**config.mk**
```make
export PLATFORM = sky130hd
export DESIGN_NAME = vo_pattern_gen
export DESIGN_NICKNAME = d
export VERILOG_FILES = /design/src/rtl/vo_pattern_gen.sv
export SDC_FILE = /design/constraint.sdc
export NUM_CORES = 1
export LEC_CHECK = 0
export ABC_AREA = 1
export BUFFER_PORTS_ARGS = -buffer_cell sky130_fd_sc_hd__clkbuf_2
export CORE_MARGIN = 10
export CORE_UTILIZATION = 40
export CTS_CLUSTER_SIZE = 10
export DETAILED_ROUTE_END_ITERATION = 6
export PLACE_DENSITY = 0.62
export SLEW_MARGIN = 20
export SYNTH_ARGS = -nofsm -noshare
export SYNTH_HDL_FRONTEND = slang
export SYNTH_SLANG_ARGS = --single-unit
```
**constraint.sdc**
```tcl
create_clock -name vo_clk -period 3.1 [get_ports vo_clk]
set_input_delay 0.62 -clock vo_clk [delete_from_list [all_inputs] [get_ports vo_clk]]
set_output_delay 0.62 -clock vo_clk [all_outputs]
set_load 0.1 [all_outputs]
```
**src/rtl/vo_pattern_gen.sv**
```systemverilog
// vo_pattern_gen: programmable video timing and test-pattern generator.
//   Counts col/line over the programmed h/v totals and decodes sync/active
//   regions. It drives a registered gradient, colour-bar, solid or
//   checkerboard pattern, with an optional bouncing XOR cursor on top.
// Ports:
//   vo_clk, vo_reset_        pixel clock, async active-low reset
//   enable                   run timing; low holds counters at 0 and blanks
//   mode, solid_rgb          pattern select / colour for solid mode
//   cursor_en                overlay the bouncing cursor
//   vo_hsync, vo_vsync       syncs, polarity set by H_SYNC_POS / V_SYNC_POS
//   vo_blank_                high during active video
//   vo_r, vo_g, vo_b         pixel colour (0 outside active video)
//   frame_start              one-cycle pulse with the first active pixel
module vo_pattern_gen #(
  parameter int unsigned H_ACTIVE   = 1920,
  parameter int unsigned H_FP       = 88,
  parameter int unsigned H_SYNC     = 44,
  parameter int unsigned H_BP       = 148,
  parameter int unsigned V_ACTIVE   = 1080,
  parameter int unsigned V_FP       = 4,
  parameter int unsigned V_SYNC     = 5,
  parameter int unsigned V_BP       = 36,
  parameter int unsigned H_SYNC_POS = 1,
  parameter int unsigned V_SYNC_POS = 1,
  parameter int unsigned CURSOR_W   = 50,
  parameter int unsigned CURSOR_H   = 50,
  parameter int unsigned CNTR_W     = 12
) (
  input  logic        vo_clk,
  input  logic        vo_reset_,
  input  logic        enable,
  input  logic [1:0]  mode,
  input  logic [23:0] solid_rgb,
  input  logic        cursor_en,
  output logic        vo_hsync,
  output logic        vo_vsync,
  output logic        vo_blank_,
  output logic [7:0]  vo_r,
  output logic [7:0]  vo_g,
  output logic [7:0]  vo_b,
  output logic        frame_start
);

  localparam int unsigned H_TOTAL = H_ACTIVE + H_FP + H_SYNC + H_BP;
  localparam int unsigned V_TOTAL = V_ACTIVE + V_FP + V_SYNC + V_BP;
  localparam int unsigned BAR_W   = H_ACTIVE / 8;

  localparam logic [CNTR_W-1:0] H_LAST   = CNTR_W'(H_TOTAL - 1);
  localparam logic [CNTR_W-1:0] V_LAST   = CNTR_W'(V_TOTAL - 1);
  localparam logic [CNTR_W-1:0] H_ACT    = CNTR_W'(H_ACTIVE);
  localparam logic [CNTR_W-1:0] V_ACT    = CNTR_W'(V_ACTIVE);
  localparam logic [CNTR_W-1:0] HS_BEG   = CNTR_W'(H_ACTIVE + H_FP);
  localparam logic [CNTR_W-1:0] HS_END   = CNTR_W'(H_ACTIVE + H_FP + H_SYNC);
  localparam logic [CNTR_W-1:0] VS_BEG   = CNTR_W'(V_ACTIVE + V_FP);
  localparam logic [CNTR_W-1:0] VS_END   = CNTR_W'(V_ACTIVE + V_FP + V_SYNC);
  localparam logic [CNTR_W-1:0] BAR_LAST = CNTR_W'(BAR_W - 1);
  localparam logic [CNTR_W:0]   CUR_W    = (CNTR_W+1)'(CURSOR_W);
  localparam logic [CNTR_W:0]   CUR_H    = (CNTR_W+1)'(CURSOR_H);
  localparam logic [CNTR_W:0]   X_LIM    = (CNTR_W+1)'(H_ACTIVE - 1);
  localparam logic [CNTR_W:0]   Y_LIM    = (CNTR_W+1)'(V_ACTIVE - 1);
  localparam logic              H_IDLE   = (H_SYNC_POS == 0);
  localparam logic              V_IDLE   = (V_SYNC_POS == 0);

  logic [CNTR_W-1:0] col_q, col_d, line_q, line_d, pix_q, pix_d;
  logic [CNTR_W-1:0] x_pos_q, x_pos_d, y_pos_q, y_pos_d;
  logic [2:0]        bar_q, bar_d;
  logic              x_dir_q, x_dir_d, y_dir_q, y_dir_d;
  logic [1:0]        mode_q, mode_eff;
  logic [23:0]       solid_q, solid_eff;
  logic              cur_en_q, cur_en_eff;
  logic              frame_top, active, hs, vs, hit;
  logic [CNTR_W:0]   x_end, y_end;
  logic [23:0]       bar_rgb, pat_rgb, pix_rgb;

  always_comb begin
    col_d  = '0;
    line_d = '0;
    if (enable) begin
      if (col_q == H_LAST) begin
        col_d  = '0;
        line_d = (line_q == V_LAST) ? '0 : line_q + CNTR_W'(1);
      end else begin
        col_d  = col_q + CNTR_W'(1);
        line_d = line_q;
      end
    end

    // Bar index tracks col_d so bar_q always describes the pixel at col_q;
    // bar 7 holds once reached and absorbs the H_ACTIVE % 8 remainder.
    bar_d = bar_q;
    pix_d = pix_q;
    if (col_d == '0) begin
      bar_d = '0;
      pix_d = '0;
    end else if (bar_q != 3'd7) begin
      if (pix_q == BAR_LAST) begin
        bar_d = bar_q + 3'd1;
        pix_d = '0;
      end else begin
        pix_d = pix_q + CNTR_W'(1);
      end
    end

    x_pos_d = x_pos_q;
    y_pos_d = y_pos_q;
    x_dir_d = x_dir_q;
    y_dir_d = y_dir_q;
    if (enable && col_q == '0 && line_q == V_ACT) begin
      if (!x_dir_q) begin
        if ({1'b0, x_pos_q} + CUR_W < X_LIM) x_pos_d = x_pos_q + CNTR_W'(1);
        else                                 x_dir_d = 1'b1;
      end else begin
        if (x_pos_q != '0) x_pos_d = x_pos_q - CNTR_W'(1);
        else               x_dir_d = 1'b0;
      end
      if (!y_dir_q) begin
        if ({1'b0, y_pos_q} + CUR_H < Y_LIM) y_pos_d = y_pos_q + CNTR_W'(1);
        else                                 y_dir_d = 1'b1;
      end else begin
        if (y_pos_q != '0) y_pos_d = y_pos_q - CNTR_W'(1);
        else               y_dir_d = 1'b0;
      end
    end
  end

  // On the frame-top cycle the live inputs are used directly, so the new
  // settings cover every pixel of the frame including pixel (0,0).
  assign frame_top  = (col_q == '0) && (line_q == '0);
  assign mode_eff   = frame_top ? mode      : mode_q;
  assign solid_eff  = frame_top ? solid_rgb : solid_q;
  assign cur_en_eff = frame_top ? cursor_en : cur_en_q;

  assign active = (col_q < H_ACT) && (line_q < V_ACT);
  assign hs     = (col_q >= HS_BEG) && (col_q < HS_END);
  assign vs     = (line_q >= VS_BEG) && (line_q < VS_END);
  assign x_end  = {1'b0, x_pos_q} + CUR_W;
  assign y_end  = {1'b0, y_pos_q} + CUR_H;
  assign hit    = (col_q >= x_pos_q) && ({1'b0, col_q} < x_end) &&
                  (line_q >= y_pos_q) && ({1'b0, line_q} < y_end);

  always_comb begin
    unique case (bar_q)
      3'd0:    bar_rgb = 24'hFFFFFF;
      3'd1:    bar_rgb = 24'hFFFF00;
      3'd2:    bar_rgb = 24'h00FFFF;
      3'd3:    bar_rgb = 24'h00FF00;
      3'd4:    bar_rgb = 24'hFF00FF;
      3'd5:    bar_rgb = 24'hFF0000;
      3'd6:    bar_rgb = 24'h0000FF;
      default: bar_rgb = 24'h000000;
    endcase
  end

  always_comb begin
    unique case (mode_eff)
      2'd0:    pat_rgb = {8'hFF, line_q[4:0], 3'b000, col_q[4:0], 3'b000};
      2'd1:    pat_rgb = bar_rgb;
      2'd2:    pat_rgb = solid_eff;
      default: pat_rgb = (col_q[5] ^ line_q[5]) ? '1 : '0;
    endcase
    if (!(active && enable))   pix_rgb = '0;
    else if (cur_en_eff && hit) pix_rgb = ~pat_rgb;
    else                        pix_rgb = pat_rgb;
  end

  always_ff @(posedge vo_clk or negedge vo_reset_) begin
    if (!vo_reset_) begin
      col_q       <= '0;
      line_q      <= '0;
      bar_q       <= '0;
      pix_q       <= '0;
      x_pos_q     <= '0;
      y_pos_q     <= '0;
      x_dir_q     <= 1'b0;
      y_dir_q     <= 1'b0;
      mode_q      <= '0;
      solid_q     <= '0;
      cur_en_q    <= 1'b0;
      vo_hsync    <= H_IDLE;
      vo_vsync    <= V_IDLE;
      vo_blank_   <= 1'b0;
      vo_r        <= '0;
      vo_g        <= '0;
      vo_b        <= '0;
      frame_start <= 1'b0;
    end else begin
      col_q   <= col_d;
      line_q  <= line_d;
      bar_q   <= bar_d;
      pix_q   <= pix_d;
      x_pos_q <= x_pos_d;
      y_pos_q <= y_pos_d;
      x_dir_q <= x_dir_d;
      y_dir_q <= y_dir_d;
      if (frame_top) begin
        mode_q   <= mode;
        solid_q  <= solid_rgb;
        cur_en_q <= cursor_en;
      end
      // Region outputs are gated with enable so the idle (0,0) counter
      // state never presents as active video.
      vo_hsync             <= (hs && enable) ^ H_IDLE;
      vo_vsync             <= (vs && enable) ^ V_IDLE;
      vo_blank_            <= active && enable;
      {vo_r, vo_g, vo_b}   <= pix_rgb;
      frame_start          <= frame_top && enable;
    end
  end

endmodule

```
Yosys cells after proc, flatten, opt, wreduce, memory -nomap -nowiden
Cells that the tools add are included.
{"block": "word_totals", "register_bits": 120, "latch_bits": 0, "mem_bits_rw": 0, "romBits": 0, "in_bits": 30, "output_inout_bits": 28, "word_cells": 117, "memories": 0}
{"block": "op_classes", "n_addsub": 10, "multipliers": 0, "n_div": 0, "magnitude_cmp": 12, "n_eq_ne": 16, "shifts": 0, "n_mux": 31, "bitwise_logic": 2, "n_reduce_logical": 28}
{"cell": "2-to-1 mux 12 bit", "count": 14}
{"cell": "case mux 24 bit (7 select lines)", "count": 1}
{"cell": "2-to-1 mux 24 bit", "count": 4}
{"cell": "case mux 24 bit (3 select lines)", "count": 1}
{"cell": "adder 12 x 1 -> 12 bit, second input constant", "count": 5}
{"cell": "logical NOT 12 bit", "count": 3}
{"cell": "less-than comparator 12 x 11 -> 1 bit, second input constant", "count": 3}
{"cell": "adder 12 x 6 -> 13 bit, second input constant", "count": 2}
{"cell": "less-than comparator 12 x 13 -> 1 bit", "count": 2}
{"cell": "less-than comparator 13 x 11 -> 1 bit, second input constant", "count": 2}
{"cell": "== test 12 x 11 -> 1 bit, second input constant", "count": 2}
{"cell": "greater-or-equal comparator 12 x 11 -> 1 bit, second input constant", "count": 2}
{"cell": "greater-or-equal comparator 12 bit", "count": 2}
{"cell": "NOT 24 bit", "count": 1}
{"cell": "nonzero test 12 bit", "count": 2}
{"cell": "subtractor 12 x 1 -> 12 bit, second input constant", "count": 2}
{"cell": "logical AND 1 bit", "count": 14}
{"cell": "== test 12 bit, second input constant", "count": 1}
{"cell": "== test 12 x 8 -> 1 bit, second input constant", "count": 1}
{"cell": "less-than comparator 12 bit, second input constant", "count": 1}
{"cell": "== test 3 bit, second input constant", "count": 3}
{"cell": "2-to-1 mux 3 bit", "count": 3}
{"cell": "nonzero test 2 bit", "count": 4}
{"cell": "2-to-1 mux 1 bit", "count": 7}
{"cell": "13 further kinds", "count": 17}

Longest topological paths before layout
{"block": "logic_depth", "ltp_word": 8, "mapped_depth": 23, "mapped_depth_nobuf": 22}

Worst setup path after synthesis
Ideal clock, no wire load.
{"block": "synth_path", "path_type": "register -> register", "startpoint": "reg y_pos_q[2]", "endpoint": "reg vo_g[0]", "setup_time_ns": 0.132, "arrival_time_ns": 2.442, "required_time_ns": 2.968, "slack_ns": 0.526, "path_stages_with_launch": 21, "path_buffers": 1, "period_less_slack_ns": 2.574, "cell_sequence": "dfrtp_1 -> ha_1 -> nand2_1 -> nand2_1 -> nand2_1 -> nor2_1 -> nand4_1 -> xor2_1 -> inv_1 -> ha_1 -> nand4_1 -> inv_1 -> nand2_1 -> nand2_1 -> nor2_1 -> nand3_2 -> nor2_4 -> buf_6 -> nand2_1 -> nand2_1 -> nor2_1"}
{"block": "synth_via", "elab_chain_len": 6, "word_cells_on_any_way": 8, "classes_between": "1 x add/sub; 2 x order compare; 2 x mux; 3 x reduce/logical"}
{"item": "start, declared", "line": "65", "text": "logic [CNTR_W-1:0] x_pos_q, x_pos_d, y_pos_q, y_pos_d;"}
{"item": "start signal, assigned", "line": "192", "text": "y_pos_q <= y_pos_d;"}
{"item": "adder 12 x 6 -> 13 bit / greater-or-equal comparator 12 bit (equally long branches)", "line": "137, 139"}
{"item": "less-than comparator 12 x 13 -> 1 bit / logical AND 1 bit (equally long branches)", "line": "139, 138"}
{"item": "logical AND 1 bit (*)", "line": "139", "text": "(line_q >= y_pos_q) && ({1'b0, line_q} < y_end);"}
{"item": "logical AND 1 bit (*)", "line": "162", "text": "else if (cur_en_eff && hit) pix_rgb = ~pat_rgb;"}
{"item": "2-to-1 mux 24 bit (*)", "line": "162"}
{"item": "2-to-1 mux 24 bit (*)", "line": "161", "text": "if (!(active && enable)) pix_rgb = '0;"}
{"item": "named net pix_rgb[8]", "line": "73", "text": "logic [23:0] bar_rgb, pat_rgb, pix_rgb;"}
{"item": "end signal, assigned", "line": "205", "text": "{vo_r, vo_g, vo_b} <= pix_rgb;"}
{"item": "end, declared", "line": "39", "text": "output logic [7:0] vo_g,"}
The timed path passes the listed nets; every way through them passes the cells marked *.
A chain may end at the register's enable or synchronous reset.

Final worst setup path
{"block": "layout_path", "startpoint": "reg y_pos_q[1]", "endpoint": "reg vo_g[7]"}
The elaborated chain is that of the path after synthesis.

==> flow_summary.ini <==
[status]
status = finished, final reports clean

[yosys]
synthMuxAreaShare_pct = 0
synth_area_leader_cell = dfrtp_1
syn-mean-instance-area_um2 = 7.100
synth_compound_area_share_pct = 8.497
synth-xor-area-share_pct = 4.703
synthAdderAreaFrac_pct = 11.79
yosysWarnings = 0
synth_cells = 1259
synthFlopType = dfrtp_1
synth_seq_cells = 120
async_flop_share_pct = 100.0
ys_seq_area_share_pct = 33.59
synth_area_leaders = dfrtp_1 34%, nand2_1 16%, ha_1 11%
yosys.area_share.simple_pct = 33.16
synth-edff-count = 0
synth_top_family_by_area = simple AND/OR/NAND/NOR gates
synth.net_count = 1372
synth_cell_types = 44
synth_area_um2 = 8939
synth_top_area_share_pct = 33.59

[detailed_routing]
post_drt_wl_per_cell_um = 13.75
wl_mm = 22.39
drt_iter0_drc = 492
route.vias.total = 8168
firstDrtPassIters = 4
drc = 0
final_antenna_net_count = 0
viasPerCell = 5.017

[final_layout]
final_common_cell = nand2_1
nets = 1448
syn_to_final_growth_pct = 14.80
layout_common_cells = 377 x nand2_1, 147 x inv_1, 146 x nor2_1
antennaDiodeCount = 0
layout.cells.non_filler = 1628
post_route_cells_drive_above_1_share_pct = 11.72
final_util_pct = 46.87

[critical_path]
crit_fanout = 18
crit_chain = ha_1 > nand2_1 > nand2_1 > nand2_1 > nor2_1 > nand4_1 > xor2_1 > inv_1 > ha_1 > nand4_1 > inv_1 > nand2_1 > nand2_1 > nor2_1 > nand3_2 > nor2_4 > buf_12 > nand2_1 > nand2_1 > nor2_1
arrival_ns = 3.08
endpoint_kind = flop
cp_common_cell = nand2_1
cp-start-kind = flop
path_class = flop to flop
crit_slowest_cell = dfrtp_2
cp_slowest_stage_delay_ns = 0.42
worstPathRequired_ns = 3.40

[pwr]
irDropWorstVdd_mv = 0.2585
seqPwrFrac_pct = 35.2
p_comb_share_pct = 22.6
power_leakage_nw = 5.379
p_clk_share_pct = 42.1
p_int_mw = 3.238
p_sw_mw = 1.730
power_density_nw_per_um2 = 484.1
swShare_pct = 34.82
power.total_mw = 4.968

[clocking]
ctsRootBufferMaster = clkbuf_16
clk_path_buf_depth = 2
clk_pin_slew_ns = 0.06
htreeDepth = 4
cts_tree = done
clk_latency_ns = 0.43
cts_made_buffers = 17
clock_sinks = 120

[grt]
grt_overflow = 0
grt_pass1_wl_mm = 38.41
grt_antenna_before_repair = 0
grt_max_degree = 48
track_usage_pct = 15.98
first_global_vias = 7966

[die]
start_util_pct = 40.83
die_h_um = 169.5
ios = 58
die_area_um2 = 28730
die_w_um = 169.5
core_area_um2 = 21890
rows = 54

[timing]
final.setup_skew_ns = 0.01883
finalSetupViolCount = 0
max_slew_margin_pct = 53.71
setup_tns_ns = 0
rsz0062_at_grt = false
slew_viol_final = 0
tightest_slew_ns = 0.6880
fin_crit_ns = 2.779
layout_setup_ws_ns = 0.3213
fmax_mhz = 359.9
hold_viol = 0
fin_crit_sh_pct = 89.64

[placement]
place.port_buffers = 57
place_hpwl_mm = 17.21
gp_congestion = 0.8556
dp.cells = 1595
post-place-ws_ns = 0.1190

[worst_hold_path]
hold_path_class = input port to asynchronous set/reset pin

[flow_run]
drv_cap = 0
## path summary, 6_finish.rpt
path / from / endpoint / slack [ns] / cells past startpoint
min in group vo_clk: solid_rgb[6] / solid_q[6] / 0.42 / 3
max reg2reg: y_pos_q[1] / vo_g[7] / 0.32 / 20
max in group asynchronous: vo_reset_ / y_pos_q[3] / 2.19 / 2
min: vo_reset_ / solid_q[4] / 0.20 / 1
max: y_pos_q[1] / vo_g[7] / 0.32 / 20
min reg2reg: solid_q[5] / solid_q[5] / 0.47 / 2
## flip-flops by register name (all words and copies together) (netlist names), 8 cells and up
name,count
vo_r,8
vo_g,8
x_pos_q,12
line_q,12
vo_b,8
y_pos_q,12
col_q,12
pix_q,12
solid_q,24
## power by group through the flow
stage | Sequential, mW | Combinational [mW] | Clock (mW)
detailed placement | 1.78 | 1.13 | 0
floorplan | 2.18 | 0.465 | 0
CTS | 1.75 | 1.13 | 2.13
global placement | 1.78 | 1.12 | 0
finish | 1.75 | 1.12 | 2.09
global route | 1.77 | 1.23 | 2.20
## metal layers
metal,wire [um],global-route usage [%]
met4,593,6.679
met3,861,2.941
met5,0,0
met1,10780,20.47
met2,10150,25.93
## synth_stat cells (all sizes together), types with 2 or more instances
cell and instances:
o211ai 7, dfrtp 120, nand3 81, a21o 2
clkbuf 9, and2 3, nand4 27, ha 81
nor3 25, nor4 7, nand2 386, fa 2
nand3b 8, a21oi 57, xnor2 6, xor2 42
o21a 3, or2 4, buf 19, o21bai 3
o22ai 5, inv 151, nor2 155, o21ai 49
## through the flow
stage,hold WS (ns),cell area (um2)
after floorplan,0.3244,8939
after global placement,0.4519,9620
after detailed placement,0.4581,9620
after CTS,0.2152,10230
after global routing,0.2356,10260
final,0.2019,10260
## final cells by class
cell class	instances	area, um2
clock buffer	18	429.2
clock inverter	14	185.2
fill	2234	11630
inverter	151	566.8
multi-input combinational	960	5197
sequential	120	3005
tap	280	350.3
timing repair buffer	85	526.8
## kinds of logic after synthesis
group | after synthesis
flip-flops | 120
adder cells (fa/ha/maj) | 83
AND/OR/NAND/NOR | 697
AO/OA/AOI/OAI | 132
buffers and inverters | 179
XOR/XNOR | 48
## worst max-delay path, delay by kind of cell, from the launching register on
kind | cells | cell delay (ns)
buffers and inverters | 3 | 0.26
DFF | 1 | 0.42
xor gates and xnor gates | 1 | 0.19
adders and majority gates | 2 | 0.47
and+or+nand+nor | 14 | 1.32
## what timing repair did
action	in CTS	in global routing
endpoints found under the setup margin	0	24
resized for setup	0	3
hold buffers	0	0
buffers inserted	0	1
No activity file was read; power rests on OpenSTA's default activity.
